## config.mk

```make
export PLATFORM = sky130hd
export DESIGN_NAME = obi_arb2
export DESIGN_NICKNAME = d
export VERILOG_FILES = /design/src/rtl/obi_arb2.sv
export SDC_FILE = /design/constraint.sdc
export NUM_CORES = 1
export LEC_CHECK = 0
export ABC_AREA = 0
export CAP_MARGIN = 20
export CELL_PAD_IN_SITES_DETAIL_PLACEMENT = 2
export CELL_PAD_IN_SITES_GLOBAL_PLACEMENT = 2
export CORE_UTILIZATION = 10
export DETAILED_ROUTE_END_ITERATION = 10
export PLACE_DENSITY = 0.88
export RECOVER_POWER = 25
export REMOVE_ABC_BUFFERS = 1
export SLEW_MARGIN = 20
export SYNTH_ARGS = -nofsm -noshare
export SYNTH_HDL_FRONTEND = slang
export SYNTH_SLANG_ARGS = --single-unit
export TNS_END_PERCENT = 5
```

## constraint.sdc

```tcl
create_clock -name clk_i -period 4 [get_ports clk_i]
set_clock_uncertainty 0.15 [all_clocks]
set_input_delay 0.8 -clock clk_i [delete_from_list [all_inputs] [get_ports clk_i]]
set_output_delay 0.8 -clock clk_i [all_outputs]
set_load 0.02 [all_outputs]
```

## src/rtl/obi_arb2.sv

```systemverilog
// Two-manager OBI arbiter in front of a single subordinate (RAM).
// Round-robin winner selection, zero-latency forward in idle, one outstanding transaction.
module obi_arb2 #(
  parameter int unsigned ADDR_W = 32,
  parameter int unsigned DATA_W = 32
) (
  input  logic                    clk_i,
  input  logic                    rst_i,
  input  logic [1:0]              m_req_i,
  output logic [1:0]              m_gnt_o,
  input  logic [2*ADDR_W-1:0]     m_addr_i,
  input  logic [2*DATA_W-1:0]     m_wdata_i,
  input  logic [2*(DATA_W/8)-1:0] m_be_i,
  input  logic [1:0]              m_we_i,
  output logic [1:0]              m_rvalid_o,
  output logic [DATA_W-1:0]       m_rdata_o,
  output logic                    m_err_o,
  output logic                    s_req_o,
  output logic [ADDR_W-1:0]       s_addr_o,
  output logic                    s_we_o,
  output logic [DATA_W/8-1:0]     s_be_o,
  output logic [DATA_W-1:0]       s_wdata_o,
  input  logic                    s_gnt_i,
  input  logic                    s_rvalid_i,
  input  logic [DATA_W-1:0]       s_rdata_i,
  input  logic                    s_err_i,
  output logic [7:0]              err_cnt_o,
  output logic                    busy_o
);

  localparam int unsigned BE_W = DATA_W / 8;

  localparam logic [1:0] StIdle = 2'd0;
  localparam logic [1:0] StAddr = 2'd1;
  localparam logic [1:0] StRsp  = 2'd2;

  logic [1:0] state_q, state_d;
  logic       last_q, last_d;
  logic       owner_q, owner_d;
  logic       sel_q, sel_d;
  logic [7:0] err_cnt_q, err_cnt_d;
  logic       win;
  logic       src;

  // With both requesting, the manager not served last wins.
  assign win = (&m_req_i) ? ~last_q : m_req_i[1];
  // Once in ADDR the latched selection is frozen.
  assign src = (state_q == StAddr) ? sel_q : win;

  always_comb begin
    state_d    = state_q;
    last_d     = last_q;
    owner_d    = owner_q;
    sel_d      = sel_q;
    err_cnt_d  = err_cnt_q;
    m_gnt_o    = 2'b00;
    m_rvalid_o = 2'b00;
    m_rdata_o  = '0;
    m_err_o    = 1'b0;
    s_req_o    = 1'b0;
    s_addr_o   = '0;
    s_we_o     = 1'b0;
    s_be_o     = '0;
    s_wdata_o  = '0;

    case (state_q)
      StIdle: begin
        if (|m_req_i) begin
          s_req_o = 1'b1;
          if (s_gnt_i) begin
            m_gnt_o[win] = 1'b1;
            owner_d      = win;
            state_d      = StRsp;
          end else begin
            sel_d   = win;
            state_d = StAddr;
          end
        end
      end
      StAddr: begin
        s_req_o = 1'b1;
        if (s_gnt_i) begin
          m_gnt_o[sel_q] = 1'b1;
          owner_d        = sel_q;
          state_d        = StRsp;
        end
      end
      StRsp: begin
        if (s_rvalid_i) begin
          m_rvalid_o[owner_q] = 1'b1;
          m_rdata_o           = s_rdata_i;
          m_err_o             = s_err_i;
          last_d              = owner_q;
          state_d             = StIdle;
          if (s_err_i && err_cnt_q != 8'hFF) begin
            err_cnt_d = err_cnt_q + 8'd1;
          end
        end
      end
      default: state_d = StIdle;
    endcase

    if (s_req_o) begin
      s_addr_o  = src ? m_addr_i[2*ADDR_W-1:ADDR_W] : m_addr_i[ADDR_W-1:0];
      s_we_o    = src ? m_we_i[1] : m_we_i[0];
      s_be_o    = src ? m_be_i[2*BE_W-1:BE_W] : m_be_i[BE_W-1:0];
      s_wdata_o = src ? m_wdata_i[2*DATA_W-1:DATA_W] : m_wdata_i[DATA_W-1:0];
    end

    // Reset is synchronous, so outputs are silenced combinationally while it is held.
    if (rst_i) begin
      m_gnt_o    = 2'b00;
      m_rvalid_o = 2'b00;
      m_rdata_o  = '0;
      m_err_o    = 1'b0;
      s_req_o    = 1'b0;
      s_addr_o   = '0;
      s_we_o     = 1'b0;
      s_be_o     = '0;
      s_wdata_o  = '0;
    end
  end

  assign busy_o    = ~rst_i && (state_q != StIdle);
  assign err_cnt_o = rst_i ? 8'd0 : err_cnt_q;

  always_ff @(posedge clk_i) begin
    if (rst_i) begin
      state_q   <= StIdle;
      last_q    <= 1'b1;
      owner_q   <= 1'b0;
      sel_q     <= 1'b0;
      err_cnt_q <= 8'd0;
    end else begin
      state_q   <= state_d;
      last_q    <= last_d;
      owner_q   <= owner_d;
      sel_q     <= sel_d;
      err_cnt_q <= err_cnt_d;
    end
  end

endmodule

```

; Yosys cells after proc, flatten, opt, wreduce, memory -nomap -nowiden
; Cells that the tools add are included.
[op_classes]
bitwise_logic = 3
n_eq_ne = 7
mux = 47
order_cmp = 6
reduce_logical = 15
addsub = 1
[op_table]
columns = cell, n
row1 = two-way mux 32 bit, 9
row2 = two-way mux 2 bit, 11
row3 = two-way mux 1 bit, 16
row4 = two-way mux 4 bit, 3
row5 = AND reduction 3 bit, 3
row6 = adder 8 x 1 -> 8 bit (second input constant), 1
row7 = two-way mux 8 bit, 1
row8 = inequality test 2 bit (second input constant), 4
row9 = inequality test 8 bit (second input constant), 1
row10 = < comparator 1 x 2 -> 1 bit (second input constant), 3
row11 = case mux 2 bit (3 select lines), 1
row12 = logical AND 1 bit, 5
row13 = case mux 1 bit (2 select lines), 2
row14 = case mux 2 bit (2 select lines), 1
row15 = AND reduction 2 bit, 2
row16 = AND reduction 4 bit, 1
row17 = nonzero test 2 bit, 2
row18 = demux 1 bit (select 1 bit), 3
row19 = greater-or-equal comparator 1 bit (second input constant), 3
row20 = inverter 1 bit, 3
row21 = equality test 2 x 1 -> 1 bit (second input constant), 1
row22 = equality test 2 bit (second input constant), 1
row23 = zero test 2 bit, 1
row24 = OR reduction 2 bit, 1
[word_totals]
ff_bits = 13
word_cells = 84

; Logic depth before layout (Yosys ltp)
[depth]
ltp_word = 10
depth_mapped = 7
depth_no_buf = 5

; Least setup slack after synthesis
; OpenSTA, ideal clock, no wires.
[synth_path]
kind = input -> output
from = input rst_i
to = output s_addr_o[23]
arrival_ns = 1.997
path_stages = 5
t_required_ns = 3.050
n_path_buf = 3
slack_ns = 1.053
cell_sequence = clkbuf_1 or3_1 buf_2 clkbuf_1 a21oi_1
[synth_between]
elab_chain_len = 1
[synth_rtl]
columns = element, line_no
row1 = from (decl), 8  ; input logic rst_i,
row2 = two-way mux 32 bit, 111  ; if (rst_i) begin
row3 = to (decl), 19  ; output logic [ADDR_W-1:0] s_addr_o,
; No other way between the ends.

; Worst setup path in the final report
[layout_path]
from = input m_req_i[1]
to = output s_addr_o[7]
[layout_between]
elab_chain_len = 6
word_cells_on_any_way = 9
[layout_rtl]
columns = element, line_no
row1 = from (decl), 9  ; input logic [1:0] m_req_i,
row2 = AND reduction 2 bit, 46  ; assign win = (&m_req_i) ? ~last_q : m_req_i[1];
row3 = two-way mux 1 bit, 46
row4 = two-way mux 1 bit, 48  ; assign src = (state_q == StAddr) ? sel_q : win;
row5 = two-way mux 32 bit, 104  ; s_addr_o = src ? m_addr_i[2*ADDR_W-1:ADDR_W] : m_addr_i[ADDR_W-1:0];
row6 = two-way mux 32 bit (*), 103  ; if (s_req_o) begin
row7 = two-way mux 32 bit (*), 111
; Mark *: on every way between the ends. The rest lies on a longest branch, timed or not.

==> metrics.yaml <==
hold_path.class: "register to register"
port_buffers: 292
period_minus_slack_ns: 3.90
nets: 814
num_rows: 50
grt_pass1_wl_mm: 20.9
grt_max_degree: 41
synth_edf_count: 0
ant_nets: 0
synth.top_cell.area_share_pct: 26.8
num_io_pins: 293
reg2reg_slack_ns: 2.01
htreeDepth: 1
fillers: 2243
power_density_mw_per_mm2: 168
report.final.slew_viol_count: 0
drive_gt1_share_pct: 3.62
yosys_warnings: 0
finish.utilization_pct: 28.2
clk_latency_ns: 0.25
cp-endpoint: "s_addr_o[7]"
timing.fmax_mhz: 257
syn2layout_area_growth_pct: 173
synth_area_leaders: "nand2_1, a21oi_1, dfxtp_1, and2_1, clkbuf_1"
setup_viol: 0
wirelength_mm: 14.1
antennaDiodeCount: 0
path_clk_slew_ns: 0.05
synthDistinctLibCells: 40
dpl.cell_count: 891
die_x_um: 142
stdcell_count: 895
remaining_drc_errors: 0
synth_common_cells: "nand2_1, a21oi_1, and2_1"
rr_endpoint: "err_cnt_q[4]$_SDFFE_PP0P_"
tritoncts: "yes"
r2r_cells: 4
synth.most_common_cell: "nand2_1"
dpl-instance-area_sq_mm: 0.00524
timing.final.crit_share_pct: 97.5
grt_pass1_vias: 3891
crit_type: "primary input to output pin"
place_hpwl_mm: 11.5
hold_start: "last_q$_SDFFE_PP1P_"
numCtsBuffers: 3
async_reset_ff_share_pct: 0
arrival_ns: 2.95
wire_per_inst_um: 15.8
num_vias: 3558
setup.worst_path.start: "m_req_i[1]"
groute.usage.overall_pct: 13.2
finalHoldViolCount: 0
overflow: 0
yosys.area.top_type: "nand2_1"
synth_area_per_cell_sq_um: 5.50
antenna_found_initial: 0
first_pass_iters: 4
fin_setup_tns_ns: 0
post-cts-setup-buffer-count: 0
yosys_register_bits: 13
finalInstanceArea_sq_mm: 0.00535
worstSetupEndpointType: "output pin"
finalPower_mw: 0.896
cap_viol_max_count: 0
synth.yosys.seq_area_share_pct: 13.3
place_congestion: 0.702
start_util_pct: 10.3
irDropWorstVdd_mv: 0.101
die-area_sq_mm: 0.0202
vias_per_cell: 3.98
reg2reg_from: "state_q[1]$_SDFFE_PP0P_"
worst_pin_slew_ns: 0.712
clockBufferDepth: 2
max_slew_margin_pct: 52.0
crit_fanout: 36
synth_cells: 357
cp.required_ns: 3.05
synthesis.area_sq_mm: 0.00196
core_sq_mm: 0.0190
clockRootBuffer: "clkbuf_16"
cts_sinks: 13
power.leakage_nw: 2.35
synth_ff_type: "dfxtp_1"
die_height_um: 142
drtIter0Drc: 63
startpoint_type: "primary input"
status: "complete, no violations"
[flip-flops by register name, indices dropped and copies added (netlist names)]
| signal | count |
|---|---|
| err_cnt_q | 8 |
| last_q | 1 |
| owner_q | 1 |
| sel_q | 1 |
| state_q | 2 |
[cell type report]
type	count	area, sq um	area share (%)
repair buffers	304	3120	58.4
multi-input cells	309	1540	28.8
well taps	260	325	6.08
flip-flops and latches	13	260	4.87
clock buffers	4	78.8	1.47
inverters	5	18.8	0.351
[layout by cell type, fill, tap and decap left out, types with 2 or more instances in the layout]
master and instances:
nor3_1 5, dlymetal6s2s_1 20, xor2_1 4, nand3b_1 2, dlygate4sd3_1 11, clkbuf_1 4, o21ai_0 3, clkbuf_16 3
inv_1 5, nor2b_1 7, a21oi_1 71, nor2_1 15, buf_12 7, buf_4 8, mux2i_1 2, dfxtp_1 13
nand2_1 140, clkdlybuf4s50_1 254, and2_1 35, nand4_1 2
[where the power goes]
group,switching (mW),internal (mW),leakage (nW)
sequential,0.00629,0.134,0.106
combinational,0.250,0.308,2.21
clock,0.0627,0.135,0.0382
total,0.319,0.577,2.35
[logic make-up (layout without fill, tap and decap cells)]
family / after synthesis / in the layout / synth area share [%]
AOI/OAI and AO/OA: 82 / 82 / 22.6
xor gates and xnor gates: 4 / 4 / 1.79
adders and majority gates: 1 / 1 / 0.638
buffers and inverters: 35 / 313 / 8.48
DFF: 13 / 13 / 13.3
muxes: 4 / 4 / 2.49
and+or+nand+nor: 218 / 218 / 50.8
[critical path, stage by stage]
cell and delay [ns]:
clkdlybuf4s50_1 0.45, a21boi_2 0.21, buf_4 0.15, mux2i_4 0.21, buf_12 0.23, nand2_1 0.08
a21oi_1 0.16, clkdlybuf4s50_1 0.63
[how the worst min path moves through the flow]
stage / to / depth (start not counted) / slack, ns
after floorplan: last_q$_SDFFE_PP1P_ / 1 / 0.31
after global placement: last_q$_SDFFE_PP1P_ / 1 / 0.33
after detailed placement: last_q$_SDFFE_PP1P_ / 1 / 0.33
after CTS: last_q$_SDFFE_PP1P_ / 1 / 0.34
after global routing: last_q$_SDFFE_PP1P_ / 1 / 0.38
final: last_q$_SDFFE_PP1P_ / 1 / 0.34
[timing repair]
item | CTS | global route
gates resized for setup | 1 | 22
endpoints found under the setup margin | 1 | 22
hold buffers | 0 | 0
[per-layer routing]
| metal | routed length, um | track usage, % | vias to the layer above |
|---|---|---|---|
| met5 | 0 | 0 | - |
| met4 | 89 | 2.21 | 0 |
| met3 | 1620 | 4.10 | 5 |
| met2 | 7230 | 25.2 | 192 |
| met1 | 5180 | 14.2 | 1645 |
| li1 | - | - | 1716 |
[metrics by stage]
| step | setup slack [ns] | hold slack, ns |
|---|---|---|
| 2_1_floorplan | -0.101 | 0.307 |
| 3_3_place_gp | 0.0160 | 0.331 |
| 3_5_place_dp | 0.0138 | 0.330 |
| 4_1_cts | 0.00789 | 0.345 |
| 5_1_grt | -0.0110 | 0.384 |
| 6_report | 0.102 | 0.344 |
(Power assumes the default switching activity.)
